### src/rtl/ivector_pkg.sv
// Shared widths, FSM state type and the packed {v,meth} transaction word
// used by the ivector driver and its scoreboard.
package ivector_pkg;

  localparam int unsigned METH_W = 6;
  localparam int unsigned V_W    = 4;
  localparam int unsigned CNT_W  = 8;

  localparam logic [V_W-1:0] V_SEED = 4'hA;

  typedef enum logic [1:0] {
    ST_IDLE = 2'd0,
    ST_RUN  = 2'd1,
    ST_DONE = 2'd2
  } state_e;

  typedef struct packed {
    logic [V_W-1:0]    v;
    logic [METH_W-1:0] meth;
  } txn_t;

  // Transaction i carries meth = i[5:0], v = i[3:0] ^ 4'hA.
  function automatic txn_t make_txn(input logic [CNT_W-1:0] idx);
    txn_t t;
    t.meth = idx[METH_W-1:0];
    t.v    = idx[V_W-1:0] ^ V_SEED;
    return t;
  endfunction

endpackage

### src/rtl/ivector_sb_fifo.sv
// In-order scoreboard of outstanding transactions: DEPTH-entry FIFO with
// full/empty flags and simultaneous enqueue/dequeue.
module ivector_sb_fifo
  import ivector_pkg::*;
#(
  parameter int unsigned DEPTH = 4
) (
  input  logic i_clk,
  input  logic i_rst_n,
  input  logic i_enq,
  input  txn_t i_data,
  input  logic i_deq,
  output txn_t o_data,
  output logic o_full,
  output logic o_empty
);

  localparam int unsigned AW = (DEPTH > 1) ? $clog2(DEPTH) : 1;
  localparam int unsigned OW = $clog2(DEPTH + 1);
  localparam logic [AW-1:0] LAST = AW'(DEPTH - 1);

  txn_t          r_mem [DEPTH];
  logic [AW-1:0] r_wr_ptr;
  logic [AW-1:0] r_rd_ptr;
  logic [OW-1:0] r_occ;
  logic          w_do_enq;
  logic          w_do_deq;

  assign o_full   = (r_occ == OW'(DEPTH));
  assign o_empty  = (r_occ == '0);
  assign o_data   = r_mem[r_rd_ptr];
  assign w_do_deq = i_deq && !o_empty;
  // A full FIFO still accepts a write when the head leaves in the same cycle.
  assign w_do_enq = i_enq && (!o_full || w_do_deq);

  always_ff @(posedge i_clk) begin
    if (w_do_enq) r_mem[r_wr_ptr] <= i_data;
  end

  always_ff @(posedge i_clk or negedge i_rst_n) begin
    if (!i_rst_n) begin
      r_wr_ptr <= '0;
      r_rd_ptr <= '0;
      r_occ    <= '0;
    end else begin
      if (w_do_enq) r_wr_ptr <= (r_wr_ptr == LAST) ? '0 : r_wr_ptr + AW'(1);
      if (w_do_deq) r_rd_ptr <= (r_rd_ptr == LAST) ? '0 : r_rd_ptr + AW'(1);
      case ({w_do_enq, w_do_deq})
        2'b10:   r_occ <= r_occ + OW'(1);
        2'b01:   r_occ <= r_occ - OW'(1);
        default: r_occ <= r_occ;
      endcase
    end
  end

endmodule

### src/rtl/ivector_driver.sv
// Issues a numbered sequence of say transactions, checks in-order heard
// responses against a scoreboard, and reports the mismatch count on done.
module ivector_driver
  import ivector_pkg::*;
#(
  parameter int unsigned DEPTH = 4
) (
  input  logic              CLK,
  input  logic              nRST,
  input  logic              start__ENA,
  input  logic [CNT_W-1:0]  start_count,
  output logic              start__RDY,
  output logic              say__ENA,
  output logic [METH_W-1:0] say_meth,
  output logic [V_W-1:0]    say_v,
  input  logic              say__RDY,
  input  logic              heard__ENA,
  input  logic [METH_W-1:0] heard_meth,
  input  logic [V_W-1:0]    heard_v,
  output logic              heard__RDY,
  output logic              done__ENA,
  output logic [CNT_W-1:0]  done_errors,
  input  logic              done__RDY
);

  state_e           r_state;
  state_e           w_state_nxt;
  logic [CNT_W-1:0] r_count;
  logic [CNT_W-1:0] r_sent;
  logic [CNT_W-1:0] r_recv;
  logic [CNT_W-1:0] r_errors;
  logic             w_full;
  logic             w_empty;
  logic             w_push;
  logic             w_pop;
  logic             w_mismatch;
  txn_t             w_head;
  txn_t             w_say_txn;
  txn_t             w_heard_txn;

  ivector_sb_fifo #(.DEPTH(DEPTH)) u_sb (
    .i_clk   (CLK),
    .i_rst_n (nRST),
    .i_enq   (w_push),
    .i_data  (w_say_txn),
    .i_deq   (w_pop),
    .o_data  (w_head),
    .o_full  (w_full),
    .o_empty (w_empty)
  );

  assign w_say_txn        = make_txn(r_sent);
  assign say_meth         = w_say_txn.meth;
  assign say_v            = w_say_txn.v;
  assign w_heard_txn.meth = heard_meth;
  assign w_heard_txn.v    = heard_v;
  assign w_mismatch       = (w_heard_txn != w_head);
  assign w_push           = say__ENA;
  assign done_errors      = r_errors;

  always_comb begin
    w_state_nxt = r_state;
    start__RDY  = 1'b0;
    say__ENA    = 1'b0;
    heard__RDY  = 1'b0;
    done__ENA   = 1'b0;
    w_pop       = 1'b0;
    case (r_state)
      ST_IDLE: begin
        start__RDY = 1'b1;
        if (start__ENA) w_state_nxt = (start_count == '0) ? ST_DONE : ST_RUN;
      end
      ST_RUN: begin
        heard__RDY = !w_empty;
        w_pop      = heard__ENA && !w_empty;
        say__ENA   = (r_sent < r_count) && (!w_full || w_pop) && say__RDY;
        if (r_recv == r_count) w_state_nxt = ST_DONE;
      end
      ST_DONE: begin
        done__ENA = done__RDY;
        if (done__RDY) w_state_nxt = ST_IDLE;
      end
      default: w_state_nxt = ST_IDLE;
    endcase
  end

  always_ff @(posedge CLK or negedge nRST) begin
    if (!nRST) begin
      r_state  <= ST_IDLE;
      r_count  <= '0;
      r_sent   <= '0;
      r_recv   <= '0;
      r_errors <= '0;
    end else begin
      r_state <= w_state_nxt;
      if (r_state == ST_IDLE && start__ENA) begin
        r_count  <= start_count;
        r_sent   <= '0;
        r_recv   <= '0;
        r_errors <= '0;
      end else if (r_state == ST_RUN) begin
        if (w_push) r_sent <= r_sent + CNT_W'(1);
        if (w_pop) begin
          r_recv <= r_recv + CNT_W'(1);
          if (w_mismatch && r_errors != '1) r_errors <= r_errors + CNT_W'(1);
        end
      end
    end
  end

endmodule

### config.mk
export PLATFORM = sky130hd
export DESIGN_NAME = ivector_driver
export DESIGN_NICKNAME = d
export VERILOG_FILES = /design/src/rtl/ivector_pkg.sv /design/src/rtl/ivector_sb_fifo.sv /design/src/rtl/ivector_driver.sv
export SDC_FILE = /design/constraint.sdc
export NUM_CORES = 1
export LEC_CHECK = 0
export CAP_MARGIN = 20
export CORE_UTILIZATION = 50
export CTS_CLUSTER_SIZE = 14
export DETAILED_ROUTE_END_ITERATION = 12
export HOLD_SLACK_MARGIN = 0.06
export PLACE_DENSITY = 0.87
export RECOVER_POWER = 100
export SETUP_SLACK_MARGIN = 0.02
export SLEW_MARGIN = 25
export SYNTH_ARGS = -nofsm -noshare
export SYNTH_HDL_FRONTEND = slang
export SYNTH_SLANG_ARGS = --single-unit
### constraint.sdc
create_clock -name CLK -period 2.25 [get_ports CLK]
set_input_delay 0.225 -clock CLK [delete_from_list [all_inputs] [get_ports CLK]]
set_output_delay 0.225 -clock CLK [all_outputs]
set_load 0.005 [all_outputs]
==> flow_metrics.py <==
metrics = {
    "min_path": {
        "hold_end": "r_count[0]",
        "hold_depth": 3,
        "hp-start": "start_count[0]",
        "min_path_type": "in -> reg",
    },
    "clock_tree": {
        "clk-insertion-delay-late_ns": 0.35,
        "clock-root-buffer": "clkbuf_8",
        "cts.clk_slew.worst_paths_ns": 0.08,
        "clock-sinks": 73,
        "htreeDepth": 3,
        "cts_buffer_depth": 2,
        "cts_buffers": 9,
        "tritoncts": "built",
    },
    "synthesis": {
        "syn-num-nets": 353,
        "synthFlopType": "dfrtp_1",
        "synth_seq_area_share_pct": 53.15,
        "synth_edf_count": 32,
        "synth_area_sq_um": 3739,
        "synth.largest_area_cell": "dfrtp_1",
        "async_flop_share_pct": 56.16,
        "synth.top_cell.area_share_pct": 27.44,
        "synthMostInstantiatedCell": "dfrtp_1",
        "yosys-top-cells-count": "dfrtp_1 (41), edfxtp_1 (32), nand2_1 (32), inv_1 (21)",
        "yosys_warnings": 0,
        "ys_seq_elements": 73,
        "synth_area_leaders": "dfrtp_1 (27%), edfxtp_1 (26%), mux4_1 (5.6%)",
        "synthCells": 312,
        "syn_area_per_cell_sq_um": 11.98,
        "synthDistinctLibCells": 49,
    },
    "floorplanning": {
        "start_util_pct": 51.54,
        "ios": 46,
        "die_w_um": 88.47,
        "rows": 31,
        "core_sq_um": 7253,
        "die_y_um": 88.47,
        "die_area_sq_um": 7827,
    },
    "sta": {
        "setup_slack_ns": -0.2063,
        "rsz0062_at_grt": "true",
        "worst_pin_slew_ns": 1.175,
        "fmax_ghz": 0.4071,
        "setup_violations": 39,
        "hold_viol_final": 0,
        "slew_viol_final": 0,
        "timing.final.crit_period_ns": 2.456,
        "max_slew_margin_pct": 21.68,
        "skew_ns": 0.01288,
        "min_period_over_period_pct": 109.2,
    },
    "layout": {
        "drive_gt1_share_pct": 24.18,
        "finalNetCount": 433,
        "final_cells": 496,
        "finalInstanceArea_sq_um": 4743,
        "n_antenna_cell": 0,
        "syn2layout_area_growth_pct": 26.87,
    },
    "run_status": {
        "status": "finished, violations left",
        "violations": "negative setup slack",
    },
    "setup_path": {
        "crit_required_ns": 2.53,
        "worstSetupPathType": "reg -> reg",
        "reg2reg_slack_ns": -0.21,
        "worstPathArrival_ns": 2.74,
        "r2r-end": "u_sb.r_occ[2]",
        "rr_startpoint": "r_count[4]",
        "startpoint_type": "register",
        "worstPathCellList": "inv_2 > ha_4 > a21oi_2 > nor2b_4 > a2111oi_4 > o31a_2 > buf_6 > inv_4 > ha_4 > inv_2 > fa_2 > xor2_1 > nor2_1 > xor2_1",
        "cp_max_fo": 2,
        "crit_path_top_delay_cell": "dfrtp_1",
        "worstRegToRegCells": 14,
        "worstSetupEndpointType": "register",
        "slowest_delay_ns": 0.38,
    },
    "detailed_routing": {
        "vias": 2816,
        "avgRoutedWirePerCell_um": 17.64,
        "drtPass1Iterations": 4,
        "drt-vias-per-instance": 5.677,
        "wl_um": 8747,
        "drt_iter0_drc": 178,
        "ant_nets": 0,
        "drc": 0,
    },
    "global_routing": {
        "track_usage_pct": 23.45,
        "grt_max_degree": 26,
        "grt_pass1_wl_um": 13310,
        "grt-ovfl-total": 0,
        "antenna_found_initial": 0,
        "grt_pass1_vias": 2710,
    },
    "power_and_ir_drop": {
        "ir_drop_mv": 0.5942,
        "powerDensity_nw_per_um2": 1070,
        "p_leak_nw": 2.031,
    },
    "place": {
        "placed_cell_area_sq_um": 4373,
        "dp_hpwl_um": 5596,
        "dp_cells": 461,
        "port_buffers": 45,
        "place_congestion": 0.8548,
        "pre_cts_slack_ns": -0.1804,
    },
    "run": {
        "drv_cap": 0,
    },
}
## stage by stage
step,TNS (ns),power [mW],hold slack [ns],utilization (%)
after floorplan,-0.2187,3.132,-0.07059,-
after global placement,-0.3993,3.699,0.2098,60.29
after CTS,-0.2361,4.953,0.3902,64.79
final,-6.241,5.074,0.4664,65.40
after global routing,-10.51,5.382,0.4658,65.40
after detailed placement,-2.026,3.809,0.2166,60.29
## repair_timing
item | 4_1_cts | 5_1_grt
hold buffers | 1 | 0
buffers inserted | 7 | 10
gates resized for setup | 31 | 17
endpoints found under the hold margin | 21 | 0
pin swaps | 10 | 9
endpoints found under the setup margin | 43 | 45
cloned | 1 | 0
## cell usage in the layout, fill, tap and decap left out, types with 10 or more instances in the layout
| master | instances |
|---|---|
| dfrtp_1 | 39 |
| nand2_1 | 32 |
| edfxtp_1 | 32 |
| clkdlybuf4s50_1 | 23 |
| buf_4 | 22 |
| dlygate4sd3_1 | 21 |
| inv_1 | 17 |
| xor2_1 | 14 |
| o21ai_0 | 13 |
| nor2_1 | 12 |
| ha_1 | 11 |
| clkbuf_1 | 11 |
| a21oi_1 | 10 |
| clkbuf_8 | 10 |
## worst max-delay path: cells and delay by family, from the launching register on
family	cells	cell delay, ns
fa+ha+maj	3	0.72
compound gates	3	0.46
flops	1	0.38
xor+xnor	2	0.29
buf+inv	4	0.28
simple gates	2	0.26
## flip-flops by register name, summed over array words and instances (netlist names)
register / flops
u_sb.r_mem: 32
r_count: 8
r_sent: 8
u_sb.r_occ: 3
done_errors: 8
u_sb.r_wr_ptr: 2
u_sb.r_rd_ptr: 2
r_recv: 8
r_state: 2
## kinds of logic (layout without fill, tap and decap cells)
| logic type | count (synthesis) | in the layout | synth area share [%] |
|---|---|---|---|
| AND/OR/NAND/NOR | 94 | 94 | 13.09 |
| flip-flops | 73 | 73 | 53.15 |
| AO/OA/AOI/OAI | 50 | 51 | 9.405 |
| buffers and inverters | 41 | 125 | 5.856 |
| XOR/XNOR | 23 | 23 | 5.388 |
| adder cells (fa/ha/maj) | 17 | 17 | 5.890 |
| multiplexers | 14 | 14 | 7.229 |
## power breakdown
group | leakage, nW | total, mW | internal (mW) | switching [mW]
combinational | 1.13 | 2.25 | 1.15 | 1.10
clock | 0.0876 | 0.890 | 0.422 | 0.468
sequential | 0.817 | 1.93 | 1.70 | 0.233
total | 2.03 | 5.07 | 3.27 | 1.80
## worst max path at each step
| stage | startpoint | to | slack [ns] | cells after the start |
|---|---|---|---|---|
| 2_1_floorplan | r_sent[4] | u_sb.r_occ[2] | -0.11 | 12 |
| 3_3_place_gp | say__RDY | u_sb.r_occ[2] | -0.09 | 12 |
| 3_5_place_dp | r_count[4] | u_sb.r_occ[2] | -0.18 | 13 |
| 4_1_cts | r_sent[4] | u_sb.r_occ[2] | -0.13 | 13 |
| 5_1_grt | r_count[7] | u_sb.r_occ[2] | -0.32 | 14 |
| 6_report | r_count[4] | u_sb.r_occ[2] | -0.21 | 14 |
## routing by layer
layer  vias to the layer above  wire, um  track usage, %
met1                      1408      3600           28.93
met5                         -         0               0
li1                       1274         -               -
met2                       105      4382           38.60
met3                        29       404           3.918
met4                         0       359           14.66
## final cells by class
| type | instances | area (sq um) |
|---|---|---|
| Clock buffer | 12 | 145.1 |
| Multi-Input combinational cell | 199 | 1647 |
| Inverter | 22 | 85.08 |
| Fill cell | 522 | 2510 |
| Timing Repair Buffer | 87 | 734.5 |
| Tap cell | 99 | 123.9 |
| Clock inverter | 4 | 18.77 |
| Sequential cell | 73 | 1989 |
(Power assumes the default switching activity.)
